==> config.mk <==
export PLATFORM = sky130hd
export DESIGN_NAME = regfile_wb_arbiter_flat
export DESIGN_NICKNAME = d
export VERILOG_FILES = /design/src/rtl/regfile_wb_arbiter_if.sv /design/src/rtl/regfile_wb_arbiter.sv /design/src/flat_wrapper.sv
export SDC_FILE = /design/constraint.sdc
export NUM_CORES = 1
export LEC_CHECK = 0
export BUFFER_PORTS_ARGS = -buffer_cell sky130_fd_sc_hd__buf_2
export CAP_MARGIN = 30
export CORE_AREA = 3 3 57 59
export CTS_CLUSTER_SIZE = 20
export DETAILED_ROUTE_END_ITERATION = 10
export DIE_AREA = 0 0 60 62
export PLACE_DENSITY = 0.81
export SLEW_MARGIN = 5
export SYNTH_ARGS = -nofsm -noshare
export SYNTH_HDL_FRONTEND = slang
export SYNTH_SLANG_ARGS = --single-unit
==> constraint.sdc <==
create_clock -name clk -period 4.2 [get_ports clk]
set_input_delay 0 -clock clk [delete_from_list [all_inputs] [get_ports clk]]
set_output_delay 0 -clock clk [all_outputs]
set_load 0.005 [all_outputs]
==> src/rtl/regfile_wb_arbiter_if.sv <==
// Write-back bus between the two requesters (ALU, memory load) and the
// register-file write port.
//   alu_*/mem_*   : valid/ready request channels carrying destination reg and data
//   reg_write/write_reg/write_data : registered register-file write port
// modport master : requester / register-file side
// modport slave  : arbiter side
interface regfile_wb_arbiter_if;
  localparam int unsigned REG_W  = 3;
  localparam int unsigned DATA_W = 16;

  logic              alu_valid;
  logic [REG_W-1:0]  alu_reg;
  logic [DATA_W-1:0] alu_data;
  logic              alu_ready;

  logic              mem_valid;
  logic [REG_W-1:0]  mem_reg;
  logic [DATA_W-1:0] mem_data;
  logic              mem_ready;

  logic              reg_write;
  logic [REG_W-1:0]  write_reg;
  logic [DATA_W-1:0] write_data;

  modport master (
    output alu_valid, alu_reg, alu_data,
    input  alu_ready,
    output mem_valid, mem_reg, mem_data,
    input  mem_ready,
    input  reg_write, write_reg, write_data
  );

  modport slave (
    input  alu_valid, alu_reg, alu_data,
    output alu_ready,
    input  mem_valid, mem_reg, mem_data,
    output mem_ready,
    output reg_write, write_reg, write_data
  );
endinterface

==> src/rtl/regfile_wb_arbiter.sv <==
// Round-robin arbiter sharing the register file's single write port between
// the ALU and memory-load write-back paths.
// Ports:
//   clk, reset   : rising-edge clock, synchronous active-high reset
//   wb_enable    : global grant enable
//   bus          : request channels (combinational ready) and registered write port
//   last_grant   : most recently granted requester (0 = ALU, 1 = MEM)
//   conflict_cnt : saturating count of enabled cycles with both requesters valid
module regfile_wb_arbiter #(
  parameter int unsigned CNT_W = 8
) (
  input  logic                 clk,
  input  logic                 reset,
  input  logic                 wb_enable,
  regfile_wb_arbiter_if.slave  bus,
  output logic                 last_grant,
  output logic [CNT_W-1:0]     conflict_cnt
);
  localparam int unsigned REG_W  = 3;
  localparam int unsigned DATA_W = 16;
  localparam logic [CNT_W-1:0] CNT_MAX = '1;

  logic              both_valid_c;
  logic              grant_alu_c;
  logic              grant_mem_c;
  logic              grant_c;
  logic [REG_W-1:0]  win_reg_c;
  logic [DATA_W-1:0] win_data_c;

  logic              reg_write_q,  reg_write_nxt;
  logic [REG_W-1:0]  write_reg_q,  write_reg_nxt;
  logic [DATA_W-1:0] write_data_q, write_data_nxt;
  logic              last_grant_nxt;
  logic [CNT_W-1:0]  conflict_cnt_nxt;

  // Grant selection and next-state computation.
  always_comb begin
    both_valid_c     = bus.alu_valid && bus.mem_valid;
    grant_alu_c      = 1'b0;
    grant_mem_c      = 1'b0;
    reg_write_nxt    = 1'b0;
    write_reg_nxt    = write_reg_q;
    write_data_nxt   = write_data_q;
    last_grant_nxt   = last_grant;
    conflict_cnt_nxt = conflict_cnt;

    // Readys are forced low during reset so no handshake can complete.
    if (!reset && wb_enable) begin
      if (both_valid_c) begin
        // Tie: the requester that did not win last time goes next.
        grant_alu_c = last_grant;
        grant_mem_c = !last_grant;
      end else begin
        grant_alu_c = bus.alu_valid;
        grant_mem_c = bus.mem_valid;
      end
    end

    grant_c    = grant_alu_c || grant_mem_c;
    win_reg_c  = grant_mem_c ? bus.mem_reg  : bus.alu_reg;
    win_data_c = grant_mem_c ? bus.mem_data : bus.alu_data;

    if (grant_c) begin
      // r0 is hardwired: the transfer completes but no write is issued.
      reg_write_nxt  = (win_reg_c != REG_W'(0));
      write_reg_nxt  = win_reg_c;
      write_data_nxt = win_data_c;
      last_grant_nxt = grant_mem_c;
    end

    if (both_valid_c && wb_enable && (conflict_cnt != CNT_MAX)) begin
      conflict_cnt_nxt = conflict_cnt + CNT_W'(1);
    end
  end

  // State and output registers.
  always_ff @(posedge clk) begin
    if (reset) begin
      reg_write_q  <= 1'b0;
      write_reg_q  <= '0;
      write_data_q <= '0;
      last_grant   <= 1'b1;
      conflict_cnt <= '0;
    end else begin
      reg_write_q  <= reg_write_nxt;
      write_reg_q  <= write_reg_nxt;
      write_data_q <= write_data_nxt;
      last_grant   <= last_grant_nxt;
      conflict_cnt <= conflict_cnt_nxt;
    end
  end

  assign bus.alu_ready  = grant_alu_c;
  assign bus.mem_ready  = grant_mem_c;
  assign bus.reg_write  = reg_write_q;
  assign bus.write_reg  = write_reg_q;
  assign bus.write_data = write_data_q;
endmodule

==> src/flat_wrapper.sv <==
// flat-port wrapper written by rule: the top's interface ports become plain ports
module regfile_wb_arbiter_flat 
#(
  parameter int unsigned CNT_W = 8
)
  (clk, reset, wb_enable, last_grant, conflict_cnt, bus_alu_valid, bus_alu_reg, bus_alu_data, bus_alu_ready, bus_mem_valid, bus_mem_reg, bus_mem_data, bus_mem_ready, bus_reg_write, bus_write_reg, bus_write_data);
  regfile_wb_arbiter_if bus_i ();
  input  logic clk;
  input  logic reset;
  input  logic wb_enable;
  output logic last_grant;
  output logic [CNT_W-1:0] conflict_cnt;
  input wire logic [$bits(bus_i.alu_valid)-1:0] bus_alu_valid;
  input wire logic [$bits(bus_i.alu_reg)-1:0] bus_alu_reg;
  input wire logic [$bits(bus_i.alu_data)-1:0] bus_alu_data;
  output wire logic [$bits(bus_i.alu_ready)-1:0] bus_alu_ready;
  input wire logic [$bits(bus_i.mem_valid)-1:0] bus_mem_valid;
  input wire logic [$bits(bus_i.mem_reg)-1:0] bus_mem_reg;
  input wire logic [$bits(bus_i.mem_data)-1:0] bus_mem_data;
  output wire logic [$bits(bus_i.mem_ready)-1:0] bus_mem_ready;
  output wire logic [$bits(bus_i.reg_write)-1:0] bus_reg_write;
  output wire logic [$bits(bus_i.write_reg)-1:0] bus_write_reg;
  output wire logic [$bits(bus_i.write_data)-1:0] bus_write_data;
  assign bus_i.alu_valid = bus_alu_valid;
  assign bus_i.alu_reg = bus_alu_reg;
  assign bus_i.alu_data = bus_alu_data;
  assign bus_alu_ready = bus_i.alu_ready;
  assign bus_i.mem_valid = bus_mem_valid;
  assign bus_i.mem_reg = bus_mem_reg;
  assign bus_i.mem_data = bus_mem_data;
  assign bus_mem_ready = bus_i.mem_ready;
  assign bus_reg_write = bus_i.reg_write;
  assign bus_write_reg = bus_i.write_reg;
  assign bus_write_data = bus_i.write_data;
  regfile_wb_arbiter #(.CNT_W(CNT_W)) u_core (.clk(clk), .reset(reset), .wb_enable(wb_enable), .bus(bus_i), .last_grant(last_grant), .conflict_cnt(conflict_cnt));
endmodule
==> metrics.md <==
| Metric | Value |
|---|---|
| Die Ht | `62 um` |
| Max reg flops | `16` |
| Clk Latency, worst-skew pair | `0.33 ns` |
| Fmax | `377 MHz` |
| Drt total wl | `4.06 mm` |
| RSZ-0062 raised after global routing | `false` |
| Starting Density | `45.6%` |
| Clock root buffer | `clkbuf_4` |
| Most frequent cells in the layout | `73 x buf_2, 38 x dlygate4sd3_1, 29 x dfxtp_1` |
| Setup crit start | `u_core.last_grant$_SDFFE_PP1P_` |
| Synth Net Count | `184` |
| Worst-case reg-to-reg path depth | `6` |
| Minimum clock period | `2.65 ns` |
| Routed via count | `1477` |
| CTS tree | `done` |
| Antenna viol nets, final | `0` |
| GR Util All Layers | `22.2%` |
| Distinct cells, synth | `31` |
| Number of cells on the critical path | `6` |
| Final #Nets | `293` |
| Clk pin slew, worst setup/hold paths | `0.09 ns` |
| Critical path class | `reg -> reg` |
| Die width | `60 um` |
| Router iterations before antenna repair | `5` |
| Synth area leaders | `dfxtp_1 46%, a22oi_1 9.6%, a21oi_1 6.4%` |
| TNS Setup | `0 ns` |
| Final hold violations | `0` |
| Hpwl dp | `2.27 mm` |
| Cells after Synth | `140` |
| Critical Path Start Type | `register` |
| Sinks on Clock Net | `29` |
| Yosys synthesis warning count | `0` |
| Syn avg cell area | `8.98 sq um` |
| Setup WS pre-CTS | `2.50 ns` |
| Cts repair resizes | `0` |
| Skew final | `0.00709 ns` |
| Worst R2R Start | `u_core.last_grant$_SDFFE_PP1P_` |
| RePlAce Congestion | `0.720` |
| IO Port Bufs | `73` |
| Cell family with most CP delay | `buffers and inverters` |
| Share of cells above drive strength 1 | `33.7%` |
| Min-delay src | `bus_alu_reg[1]` |
| Site row count | `19` |
| Global route overflow | `0` |
| Vias in the first global route | `1316` |
| Largest net degree at the start of global routing | `33` |
| I/O pins | `74` |
| Pins Over Slew Limit | `0` |
| ANT cells | `0` |
| Via/cell ratio | `5.28` |
| Post-route design area | `0.00205 sq mm` |
| Final setup viols | `0` |
| First-pass GRT wire length | `5.98 mm` |
| Total core area | `0.00276 sq mm` |
| Worst Path Buf+Inv | `2` |
| Max stage delay on crit path | `0.70 ns` |
| Initial antenna violation count | `0` |
| Hold Slack | `0.0408 ns` |
| DRT iter0 DRCs | `58` |
| DR WL/cell | `14.5 um` |
| # DRC | `0` |
| Synth Cell Area | `0.00126 sq mm` |
| Worst hold stages | `3` |
| Top cell type's share of synthesized area | `46.2%` |
| Total CTS buffers | `5` |
| Critical Path AT | `2.93 ns` |
| Hold WC Path Type | `in -> reg` |
| Max VDD drop | `0.263 mV` |
| Worst path cell trace | `nor2b_1 -> nor3_4 -> o31ai_1 -> dlygate4sd3_1 -> o31ai_1 -> dlygate4sd3_1` |
| Power Dens Cells | `282 mW/mm^2` |
| Status | `finished clean` |
| Required @ worst endpoint | `4.48 ns` |
| Number of max-cap violations | `0` |
| Commonest non-fill, non-tap cell in the layout | `buf_2` |
| Worst setup EP type | `register` |
| Final setup margin | `1.55 ns` |
| Period utilization | `63.2%` |
| Synthesis-to-finish area growth | `62.9%` |
| H-Tree Depth | `2` |
| Rel. slew slack | `43.0%` |
| Post-CTS setup buffers | `0` |
| Area of the die | `0.00372 sq mm` |
| Synth area leader | `dfxtp_1` |
| Synth Register Bits | `29` |
| Clock tree buffer depth | `2` |
| Placed Area | `0.00161 sq mm` |
| Fillers | `208` |
| Core Util, Final | `74.3%` |
| Slew @ Worst Pin | `0.852 ns` |
| Static leakage | `0.895 nW` |
| Critical path peak fanout | `21` |
| Seq/Total Area, Yosys | `46.2%` |
| Crit path max-delay cell type | `nor3_4` |
[repair_timing]
item / CTS / global route
hold buffers: 38 / 0
hold endpoints to repair: 20 / 0
setup endpoints to repair: 0 / 0
[metrics by stage]
stage	std cells	total power [W]
2_1_floorplan	140	0.000340
3_3_place_gp	235	0.000378
3_5_place_dp	235	0.000379
4_1_cts	280	0.000570
5_1_grt	280	0.000607
6_report	280	0.000577
[power by group]
| group | internal, W | switching, W |
|---|---|---|
| sequential | 0.000288 | 0.00000726 |
| clock | 0.0000789 | 0.0000931 |
| combinational | 0.0000619 | 0.0000473 |
| total | 0.000429 | 0.000148 |
[worst min-delay path, delay by kind of cell]
family | cells | cell delay [ns]
muxes | 1 | 0.13
buffers and inverters | 1 | 0.11
AOI/OAI and AO/OA | 1 | 0.09
[synthesized netlist by cell type]
| cell type | n |
|---|---|
| nor2b_1 | 1 |
| o211ai_1 | 2 |
| nor2_1 | 11 |
| buf_6 | 1 |
| buf_2 | 3 |
| clkbuf_1 | 4 |
| o21ai_0 | 1 |
| nand4_1 | 2 |
| o21ba_2 | 1 |
| a211o_1 | 1 |
| o31ai_1 | 2 |
| nor2_2 | 1 |
| nor3_4 | 1 |
| mux2i_1 | 4 |
| a22oi_1 | 16 |
| dfxtp_1 | 29 |
| nand3_1 | 1 |
| and2_1 | 3 |
| and3_1 | 2 |
| nor3_1 | 3 |
| inv_1 | 1 |
| a21oi_1 | 16 |
| buf_4 | 1 |
| o32a_2 | 1 |
| or2_2 | 1 |
| ha_1 | 1 |
| nand2_1 | 18 |
| a211oi_1 | 4 |
| o2111ai_1 | 2 |
| xor2_1 | 5 |
| o21a_1 | 1 |
[cell type report]
type,count,area (sq um),share of cell area (%)
flip-flops and latches,29,581,28.3
repair buffers,111,746,36.4
multi-input cells,101,624,30.5
well taps,31,38.8,1.89
clock buffers,7,55.1,2.69
inverters,1,3.75,0.183
[final timing paths]
| kind | end | slack, ns |
|---|---|---|
| hold reg to reg | u_core.bus.write_data[5]$_SDFFE_PP0P_ | 0.46 |
| hold / removal | u_core.bus.write_reg[1]$_SDFFE_PP0P_ | 0.04 |
| setup reg to reg | u_core.bus.reg_write$_SDFF_PP0_ | 1.55 |
| setup / recovery | u_core.bus.reg_write$_SDFF_PP0_ | 1.55 |
[cells by family (layout without fill, tap and decap cells)]
| group | after synthesis | after routing | share of synthesized area [%] |
|---|---|---|---|
| XOR/XNOR | 5 | 5 | 3.48 |
| multiplexers | 4 | 4 | 3.18 |
| AO/OA/AOI/OAI | 47 | 47 | 25.5 |
| flip-flops | 29 | 29 | 46.2 |
| adder cells (fa/ha/maj) | 1 | 1 | 0.995 |
| buffers and inverters | 10 | 119 | 4.18 |
| AND/OR/NAND/NOR | 44 | 44 | 16.5 |
[routing by layer]
metal  share of wire, %  routed length [um]  global-route usage (%)
met5                  0                   0                       0
met4                2.5                 103                    9.18
met3                7.0                 283                    8.68
met2                 54                2180                    39.0
met1                 37                1490                    23.7
Power figures use the tool's default switching activity.
